## src/rtl/ccff_loader_pkg.sv

```systemverilog
// Shared definitions for the ccff chain loader: FSM state encoding and the
// default word width / chain length used by every connection block.
package ccff_loader_pkg;

  localparam int DEF_WORD_W    = 8;
  localparam int DEF_CHAIN_LEN = 52;

  localparam logic [1:0] IDLE  = 2'd0;
  localparam logic [1:0] FETCH = 2'd1;
  localparam logic [1:0] SHIFT = 2'd2;
  localparam logic [1:0] DONE  = 2'd3;

  typedef enum logic [1:0] {
    ST_IDLE  = IDLE,
    ST_FETCH = FETCH,
    ST_SHIFT = SHIFT,
    ST_DONE  = DONE
  } state_e;

  function automatic logic parity_step(input logic acc, input logic bit_in);
    return acc ^ bit_in;
  endfunction

endpackage

```

## src/rtl/ccff_loader_shifter.sv

```systemverilog
// Datapath of the ccff loader: MSB-first word shift register, per-word bit
// counter and running parity of the bits leaving the chain tail.
module ccff_loader_shifter
  import ccff_loader_pkg::*;
#(
  parameter int WORD_W = DEF_WORD_W,
  parameter int BITS_W = $clog2(DEF_WORD_W + 1)
) (
  input  logic              prog_clk,
  input  logic              pReset_n,
  input  logic              load,
  input  logic              shift,
  input  logic              clear,
  input  logic [WORD_W-1:0] data,
  input  logic [BITS_W-1:0] load_bits,
  input  logic              tail,
  output logic              head,
  output logic              last_bit,
  output logic              parity
);

  logic [WORD_W-1:0] sreg_r;
  logic [BITS_W-1:0] bits_r;
  logic              parity_r;

  // Word register and remaining-bit count; a partial word just stops early.
  always_ff @(posedge prog_clk or negedge pReset_n) begin
    if (!pReset_n) begin
      sreg_r <= {WORD_W{1'b0}};
      bits_r <= {BITS_W{1'b0}};
    end else if (load) begin
      sreg_r <= data;
      bits_r <= load_bits;
    end else if (shift) begin
      sreg_r <= sreg_r << 1;
      bits_r <= bits_r - BITS_W'(1);
    end else begin
      sreg_r <= sreg_r;
      bits_r <= bits_r;
    end
  end

  // Parity of the previous chain contents, accumulated as they fall out.
  always_ff @(posedge prog_clk or negedge pReset_n) begin
    if (!pReset_n) begin
      parity_r <= 1'b0;
    end else if (clear) begin
      parity_r <= 1'b0;
    end else if (shift) begin
      parity_r <= parity_step(parity_r, tail);
    end else begin
      parity_r <= parity_r;
    end
  end

  assign head     = sreg_r[WORD_W-1];
  assign last_bit = (bits_r == BITS_W'(1));
  assign parity   = parity_r;

endmodule

```

## src/rtl/ccff_loader.sv

```systemverilog
// Loads a configuration flip-flop chain from a word stream: fetches words,
// serialises them MSB first onto ccff_head and pulses done after CHAIN_LEN bits.
module ccff_loader
  import ccff_loader_pkg::*;
#(
  parameter int WORD_W    = DEF_WORD_W,
  parameter int CHAIN_LEN = DEF_CHAIN_LEN,
  parameter int CNT_W     = $clog2(CHAIN_LEN + 1)
) (
  input  logic              prog_clk,
  input  logic              pReset_n,
  input  logic              start,
  input  logic              abort,
  input  logic [WORD_W-1:0] cfg_data,
  input  logic              cfg_valid,
  output logic              cfg_ready,
  output logic              ccff_head,
  input  logic              ccff_tail,
  output logic              shift_en,
  output logic              busy,
  output logic              done,
  output logic              tail_parity
);

  localparam int BITS_W = $clog2(WORD_W + 1);

  state_e             state_r;
  state_e             state_nx;
  logic [CNT_W-1:0]   bit_cnt_r;
  logic [CNT_W-1:0]   remain_s;
  logic [BITS_W-1:0]  load_bits_s;
  logic               clear_s;
  logic               accept_s;
  logic               last_bit_s;
  logic               shift_en_r;
  logic               cfg_ready_r;
  logic               busy_r;
  logic               done_r;

  assign accept_s = cfg_ready_r & cfg_valid & ~abort;

  // Bits to take from the next word: a whole word, or what is left of the chain.
  always_comb begin
    remain_s = CNT_W'(CHAIN_LEN) - bit_cnt_r;
    if (32'(remain_s) < 32'(WORD_W)) begin
      load_bits_s = BITS_W'(remain_s);
    end else begin
      load_bits_s = BITS_W'(WORD_W);
    end
  end

  // Next-state logic; abort overrides every other event.
  always_comb begin
    state_nx = state_r;
    clear_s  = 1'b0;
    if (abort) begin
      state_nx = ST_IDLE;
    end else begin
      case (state_r)
        ST_IDLE: begin
          if (start) begin
            state_nx = ST_FETCH;
            clear_s  = 1'b1;
          end else begin
            state_nx = ST_IDLE;
          end
        end
        ST_FETCH: begin
          if (cfg_valid) begin
            state_nx = ST_SHIFT;
          end else begin
            state_nx = ST_FETCH;
          end
        end
        ST_SHIFT: begin
          if (!last_bit_s) begin
            state_nx = ST_SHIFT;
          end else if (bit_cnt_r + CNT_W'(1) == CNT_W'(CHAIN_LEN)) begin
            state_nx = ST_DONE;
          end else begin
            state_nx = ST_FETCH;
          end
        end
        ST_DONE:  state_nx = ST_IDLE;
        default:  state_nx = ST_IDLE;
      endcase
    end
  end

  // State register and output flops, all decoded from the next state.
  always_ff @(posedge prog_clk or negedge pReset_n) begin
    if (!pReset_n) begin
      state_r     <= ST_IDLE;
      shift_en_r  <= 1'b0;
      cfg_ready_r <= 1'b0;
      busy_r      <= 1'b0;
      done_r      <= 1'b0;
    end else begin
      state_r     <= state_nx;
      shift_en_r  <= (state_nx == ST_SHIFT);
      cfg_ready_r <= (state_nx == ST_FETCH);
      busy_r      <= (state_nx != ST_IDLE);
      done_r      <= (state_nx == ST_DONE);
    end
  end

  // Chain bit counter: total bits shifted since start.
  always_ff @(posedge prog_clk or negedge pReset_n) begin
    if (!pReset_n) begin
      bit_cnt_r <= {CNT_W{1'b0}};
    end else if (clear_s) begin
      bit_cnt_r <= {CNT_W{1'b0}};
    end else if (shift_en_r && !abort) begin
      bit_cnt_r <= bit_cnt_r + CNT_W'(1);
    end else begin
      bit_cnt_r <= bit_cnt_r;
    end
  end

  ccff_loader_shifter #(
    .WORD_W (WORD_W),
    .BITS_W (BITS_W)
  ) u_shifter (
    .prog_clk  (prog_clk),
    .pReset_n  (pReset_n),
    .load      (accept_s),
    .shift     (shift_en_r),
    .clear     (clear_s),
    .data      (cfg_data),
    .load_bits (load_bits_s),
    .tail      (ccff_tail),
    .head      (ccff_head),
    .last_bit  (last_bit_s),
    .parity    (tail_parity)
  );

  assign shift_en  = shift_en_r;
  assign cfg_ready = cfg_ready_r;
  assign busy      = busy_r;
  assign done      = done_r;

endmodule

```

## config.mk

```make
export PLATFORM = sky130hd
export DESIGN_NAME = ccff_loader
export DESIGN_NICKNAME = d
export VERILOG_FILES = /design/src/rtl/ccff_loader_pkg.sv /design/src/rtl/ccff_loader_shifter.sv /design/src/rtl/ccff_loader.sv
export SDC_FILE = /design/constraint.sdc
export NUM_CORES = 1
export LEC_CHECK = 0
export CAP_MARGIN = 20
export CELL_PAD_IN_SITES_DETAIL_PLACEMENT = 1
export CELL_PAD_IN_SITES_GLOBAL_PLACEMENT = 2
export CORE_MARGIN = 4
export CORE_UTILIZATION = 35
export DETAILED_ROUTE_END_ITERATION = 10
export DONT_BUFFER_PORTS = 1
export GPL_ROUTABILITY_DRIVEN = 1
export GPL_TIMING_DRIVEN = 0
export PLACE_DENSITY = 0.72
export REMOVE_ABC_BUFFERS = 1
export SYNTH_ARGS = -nofsm -noshare
export SYNTH_HDL_FRONTEND = slang
export SYNTH_SLANG_ARGS = --single-unit
```

## constraint.sdc

```tcl
create_clock -name prog_clk -period 1.45 [get_ports prog_clk]
set_input_delay 0.29 -clock prog_clk [delete_from_list [all_inputs] [get_ports prog_clk]]
set_output_delay 0.29 -clock prog_clk [all_outputs]
set_load 0.02 [all_outputs]
```

* Word level (Yosys, flattened, before mapping)
Index checks and enable logic that the tools add are counted.
Widths: inputs -> output; s select.
** Word-level totals
- Flip-flop bits (word level) :: 25
- Input bits :: 14
- Output and inout port bits :: 6
- Word-level logic and storage cells :: 50
** Cells by class
- Add/subtract/negate cells :: 3
- Magnitude comparators :: 1
- Eq/ne operators :: 8
- Multiplexer cells :: 18
- Bitwise operators :: 4
- Reduce and logical (&&, ||, !) cells :: 7
** Operator list (count)
- $mux 8 :: 2
- $mux 4 :: 3
- $mux 6 :: 2
- $eq 2x2->1 const B :: 4
- $mux 2 :: 4
- $pmux 2 s4 :: 1
- $reduce_bool 2->1 :: 4
- $add 6x1->6 const B :: 1
- $eq 6x6->1 const B :: 1
- $lt 6x4->1 const B :: 1
- $mux 1 :: 6
- $sub 6x6->6 const A :: 1
- $eq 2x1->1 const B :: 2
- $eq 4x1->1 const B :: 1
- $sub 4x1->4 const B :: 1
- $and 1x1->1 :: 2
- $logic_not 2->1 :: 1
- $logic_and 1x1->1 :: 1
- $logic_not 1->1 :: 1
- $not 1->1 :: 1
- $xor 1x1->1 :: 1

* Depth between registers and ports, before layout
- Word-level depth :: 7
- Mapped depth :: 6
- Gate-level depth less buffers :: 6

* Hierarchy
A second synthesis with hierarchy kept.
** Second synthesis, totals
- Cells, all modules :: 135
- Area, all modules :: 1322.5 µm²
** By module, submodules not included
- ccff_loader :: instances 1, cells an instance 74, area an instance 676.9 µm², seq. area each 300.3 µm²
- ccff_loader_shifter :: instances 1, cells an instance 61, area an instance 645.6 µm², seq. area each 325.3 µm²

* Least setup slack after synthesis
OpenSTA, ideal clock, no wires.
- Path kind :: register -> register
- From :: register bit_cnt_r[0]
- To :: register u_shifter.bits_r[3]
- Library setup time :: 0.125 ns
- Arrival :: 1.360 ns
- Required time :: 1.325 ns
- Path slack :: -0.034 ns
- Cell stages (with the launch flop) :: 7
- Path buffers :: 0
- Period minus slack after synthesis :: 1.484 ns
- Path through :: dfrtp_1 -> inv_1 -> ha_1 -> nand2b_1 -> xnor2_1 -> a31oi_2 -> mux2_2
** On the way
- Cells in the longest elaborated chain, start to end :: 4
** Ends and longest elaborated chain
- from (decl) :: RTL line ccff_loader.sv:29 : logic [CNT_W-1:0] bit_cnt_r;
- from (signal assigned) :: RTL line ccff_loader.sv:110 : bit_cnt_r <= {CNT_W{1'b0}};
- from (signal assigned) :: RTL line ccff_loader.sv:112 : bit_cnt_r <= {CNT_W{1'b0}};
- from (signal assigned) :: RTL line ccff_loader.sv:114 : bit_cnt_r <= bit_cnt_r + CNT_W'(1);
- $sub 6x6->6 * :: RTL line ccff_loader.sv:44 : remain_s = CNT_W'(CHAIN_LEN) - bit_cnt_r;
- $lt 6x4->1 :: RTL line ccff_loader.sv:45 : if (32'(remain_s) < 32'(WORD_W)) begin
- $mux 4 * :: RTL line ccff_loader.sv:45
- $mux 4 * :: RTL line ccff_loader_shifter.sv:31 : end else if (load) begin
- to (signal assigned) :: RTL line ccff_loader_shifter.sv:30 : bits_r <= {BITS_W{1'b0}};
- to (signal assigned) :: RTL line ccff_loader_shifter.sv:33 : bits_r <= load_bits;
- to (signal assigned) :: RTL line ccff_loader_shifter.sv:36 : bits_r <= bits_r - BITS_W'(1);
- to (decl) :: RTL line ccff_loader_shifter.sv:23 : logic [BITS_W-1:0] bits_r;
Every way passes the cells marked *; elsewhere a longest branch is shown, timed or not.
A chain may end at the register's enable or synchronous reset.

* Worst setup path after layout
Ends and elaborated chain as after synthesis.

==> impl_metrics.tcl <==
set metrics [dict create \
    worstReg2RegEnd "u_shifter.bits_r[3]$_DFFE_PN0P_" \
    switching_share_pct 34.4 \
    die-width_um 70.2 \
    clk_path_buf_depth 2 \
    critPathKind "reg -> reg" \
    crit_required_ns 1.61 \
    run_status "complete, no violations" \
    groute.usage.overall_pct 13.7 \
    peakVddDrop_uv 603 \
    globalRouteOverflowTotal 0 \
    critical_path.max_stage_delay_ns 0.44 \
    timing.critical_path.to "u_shifter.bits_r[3]$_DFFE_PN0P_" \
    antenna_cells_inserted 0 \
    die_height_um 70.2 \
    grt_max_degree 26 \
    detail_route.wl_per_cell_um 17.2 \
    achievable_frequency_ghz 0.692 \
    fin_worst_hold_slack_ns 0.0633 \
    worst_r2r_path_depth 6 \
    placement.cell_area_mm2 0.00137 \
    tightest_slew_ns 0.376 \
    setup_repair_after_global_routing_missed_its_margin "yes" \
    gate_count_post_synth 136 \
    antenna_found_initial 0 \
    timing_hold_violations_final 0 \
    design.final.nets 164 \
    post-route-drc-count 0 \
    yosysWarningCount 0 \
    pwr-share-seq_pct 50.9 \
    synth.area.top_cells "sky130_fd_sc_hd__dfrtp_1 (46%), sky130_fd_sc_hd__o21ai_0 (6.6%), sky130_fd_sc_hd__nand2_1 (6.1%)" \
    setup.reg_to_reg.worst_slack_ns 0.005 \
    gp_routability_congestion 0.740 \
    ys.flop_type "sky130_fd_sc_hd__dfrtp_1" \
    cts_tree "built" \
    timing.critical_path.from "bit_cnt_r[0]$_DFFE_PN0P_" \
    via_count 1055 \
    drt-total-wl_um 3330 \
    ys_seq_elements 25 \
    io_buffers 0 \
    floorplan.die_area_mm2 0.00493 \
    yosysTopAreaCellShare_pct 46.2 \
    cp_max_fo 4 \
    number_of_pins_exceeding_their_max_slew_limit_in_the_final_report 0 \
    crit_cells 6 \
    final.setup_skew_ns 0.00337 \
    cts.sink_count 25 \
    fin_crit_ns 1.45 \
    top_level_ports 20 \
    fin_crit_sh_pct 99.7 \
    p_int_w 0.00140 \
    setup_viol_count_final 0 \
    sequential_cell_area_fraction_in_the_yosys_report_pct 46.2 \
    worstSetupEndpointType "flip-flop" \
    synth.cell_area_mm2 0.00136 \
    power.density_cell_area_mw_per_mm2 1310 \
    areaGrowthSynthToFinish_pct 20.2 \
    final_antenna_net_count 0 \
    combinationalPowerShare_pct 28.8 \
    timing.critical_path.cells "inv_2 -> ha_2 -> nand2b_4 -> xnor2_4 -> a31oi_4 -> mux2_4" \
    path_buf_inv 1 \
    wire_length_of_the_first_global_routing_pass_um 5490 \
    clk_latency_ns 0.27 \
    timing.slew.headroom_pct 74.7 \
    critical_path.top_delay_family "flip-flops" \
    first_global_vias 1156 \
    synthesized_area_per_cell_um2 9.96 \
    detailed_place_hpwl_um 2070 \
    hold_path_class "in -> reg" \
    synth.largest_area_cell "sky130_fd_sc_hd__dfrtp_1" \
    firstDrtPassIters 2 \
    vias_per_cell 5.47 \
    htree_levels 1 \
    cts_root_buffer "sky130_fd_sc_hd__clkbuf_8" \
    layout.cell_area.non_filler_mm2 0.00163 \
    drive_above_1_share_pct 25.5 \
    floorplan.initialDensity_pct 36.7 \
    core-area_mm2 0.00369 \
    yosys.cell_types.count 38 \
    power.leakage_nw 0.650 \
    synth_edf_count 0 \
    max_cap_viol_count 0 \
    detail_route.iter0.violations 9 \
    tritoncts.num_buffers 3 \
    reg2reg_from "bit_cnt_r[0]$_DFFE_PN0P_" \
    slowest_stage "sky130_fd_sc_hd__dfrtp_2" \
    pwr-share-clk_pct 20.3 \
    net_switching_w 0.000737 \
    async_reset_ff_share_pct 100 \
    critical_path.startpoint_type "flip-flop" \
    critical_path_arrival_ns 1.61 \
    core.rowCount 22 \
    clkTransAtPathRegs_ns 0.09 \
]
[cells in the mapped netlist (all sizes together) (3+ instances only)]
cell type / count
buf: 6
a21oi: 5
inv: 6
mux2i: 8
dfrtp: 25
o22ai: 3
nand2: 22
nand3: 3
ha: 4
o21ai: 19
xor2: 4
[worst min-delay path by stage]
stage	startpoint	to	slack, ns	cells past startpoint
2_1_floorplan	pReset_n	bit_cnt_r[0]$_DFFE_PN0P_	-0.006	0
3_3_place_gp	pReset_n	u_shifter.sreg_r[7]$_DFFE_PN0P_	-0.005	0
3_5_place_dp	pReset_n	u_shifter.sreg_r[5]$_DFFE_PN0P_	-0.005	0
4_1_cts	abort	cfg_ready$_DFF_PN0_	0.05	1
5_1_grt	abort	cfg_ready$_DFF_PN0_	0.04	1
6_report	abort	cfg_ready$_DFF_PN0_	0.06	1
[cell families after synthesis]
kind of cell,synth area share (%)
xor+xnor,3.88
buf+inv,4.99
simple gates,18.2
mux,6.74
flops,46.2
fa+ha+maj,3.69
compound gates,16.3
[metal layers]
metal  up-vias  part of all wire, %  GRT usage [%]
met3         4                  3.7           3.74
li1        497                    -              -
met4         0                 0.87           3.19
met1       540                   46           17.1
met2        14                   50           23.2
met5         -                    0              0
[sequential cells by signal (all words and copies together) (netlist names)]
register          flops
bit_cnt_r             6
busy                  1
cfg_ready             1
done                  1
shift_en              1
state_r               2
u_shifter.bits_r      4
u_shifter.parity      1
u_shifter.sreg_r      8
[repair_timing]
| action | 4_1_cts | 5_1_grt |
|---|---|---|
| pin swaps | 2 | 8 |
| cloned | 0 | 0 |
| hold endpoints to repair | 25 | 0 |
| hold buffers | 2 | 0 |
| gates resized for setup | 14 | 9 |
| setup endpoints to repair | 21 | 7 |
| buffers inserted | 7 | 3 |
[area by class of cell]
class | count | area (µm²)
Fill cell | 429 | 2060
Multi-Input combinational cell | 98 | 753
Sequential cell | 25 | 632
Timing Repair Buffer | 12 | 113
Tap cell | 48 | 60.1
Clock buffer | 3 | 41.3
Inverter | 6 | 22.5
Clock inverter | 1 | 7.51
[cell usage in the layout, fill, tap and decap left out, types with 2 or more instances in the layout]
cell type	n
sky130_fd_sc_hd__a21oi_1	4
sky130_fd_sc_hd__and4_1	2
sky130_fd_sc_hd__buf_4	7
sky130_fd_sc_hd__buf_6	2
sky130_fd_sc_hd__clkbuf_8	3
sky130_fd_sc_hd__dfrtp_1	22
sky130_fd_sc_hd__dfrtp_2	2
sky130_fd_sc_hd__ha_4	2
sky130_fd_sc_hd__inv_1	4
sky130_fd_sc_hd__inv_2	2
sky130_fd_sc_hd__mux2i_1	8
sky130_fd_sc_hd__nand2_1	22
sky130_fd_sc_hd__nand2b_4	2
sky130_fd_sc_hd__nand3_1	3
sky130_fd_sc_hd__nand3b_1	2
sky130_fd_sc_hd__nor3_1	2
sky130_fd_sc_hd__nor3b_4	2
sky130_fd_sc_hd__o21ai_0	18
sky130_fd_sc_hd__o22ai_1	2
sky130_fd_sc_hd__o31ai_1	2
sky130_fd_sc_hd__xor2_1	4
[power groups by stage]
stage / combinational (W) / clock (W) / sequential (W)
floorplan: 0.000332 / 0 / 0.00107
global placement: 0.000377 / 0 / 0.00111
detailed placement: 0.000408 / 0 / 0.00112
CTS: 0.000553 / 0.000454 / 0.00109
global route: 0.000699 / 0.000492 / 0.00112
finish: 0.000617 / 0.000434 / 0.00109
[metrics by stage]
step | instances | worst slack [ns] | power [W] | setup TNS (ns) | utilization [%]
after floorplan | 129 | -0.187 | 0.00140 | -0.291 | -
after global placement | 177 | -0.386 | 0.00148 | -1.57 | 37.1
after detailed placement | 177 | -0.508 | 0.00153 | -2.54 | 37.1
after CTS | 190 | 0.00232 | 0.00209 | 0 | 42.2
after global routing | 193 | -0.0742 | 0.00231 | -0.287 | 44.2
final | 193 | 0.00495 | 0.00214 | 0 | 44.2
Power figures use the tool's default switching activity.
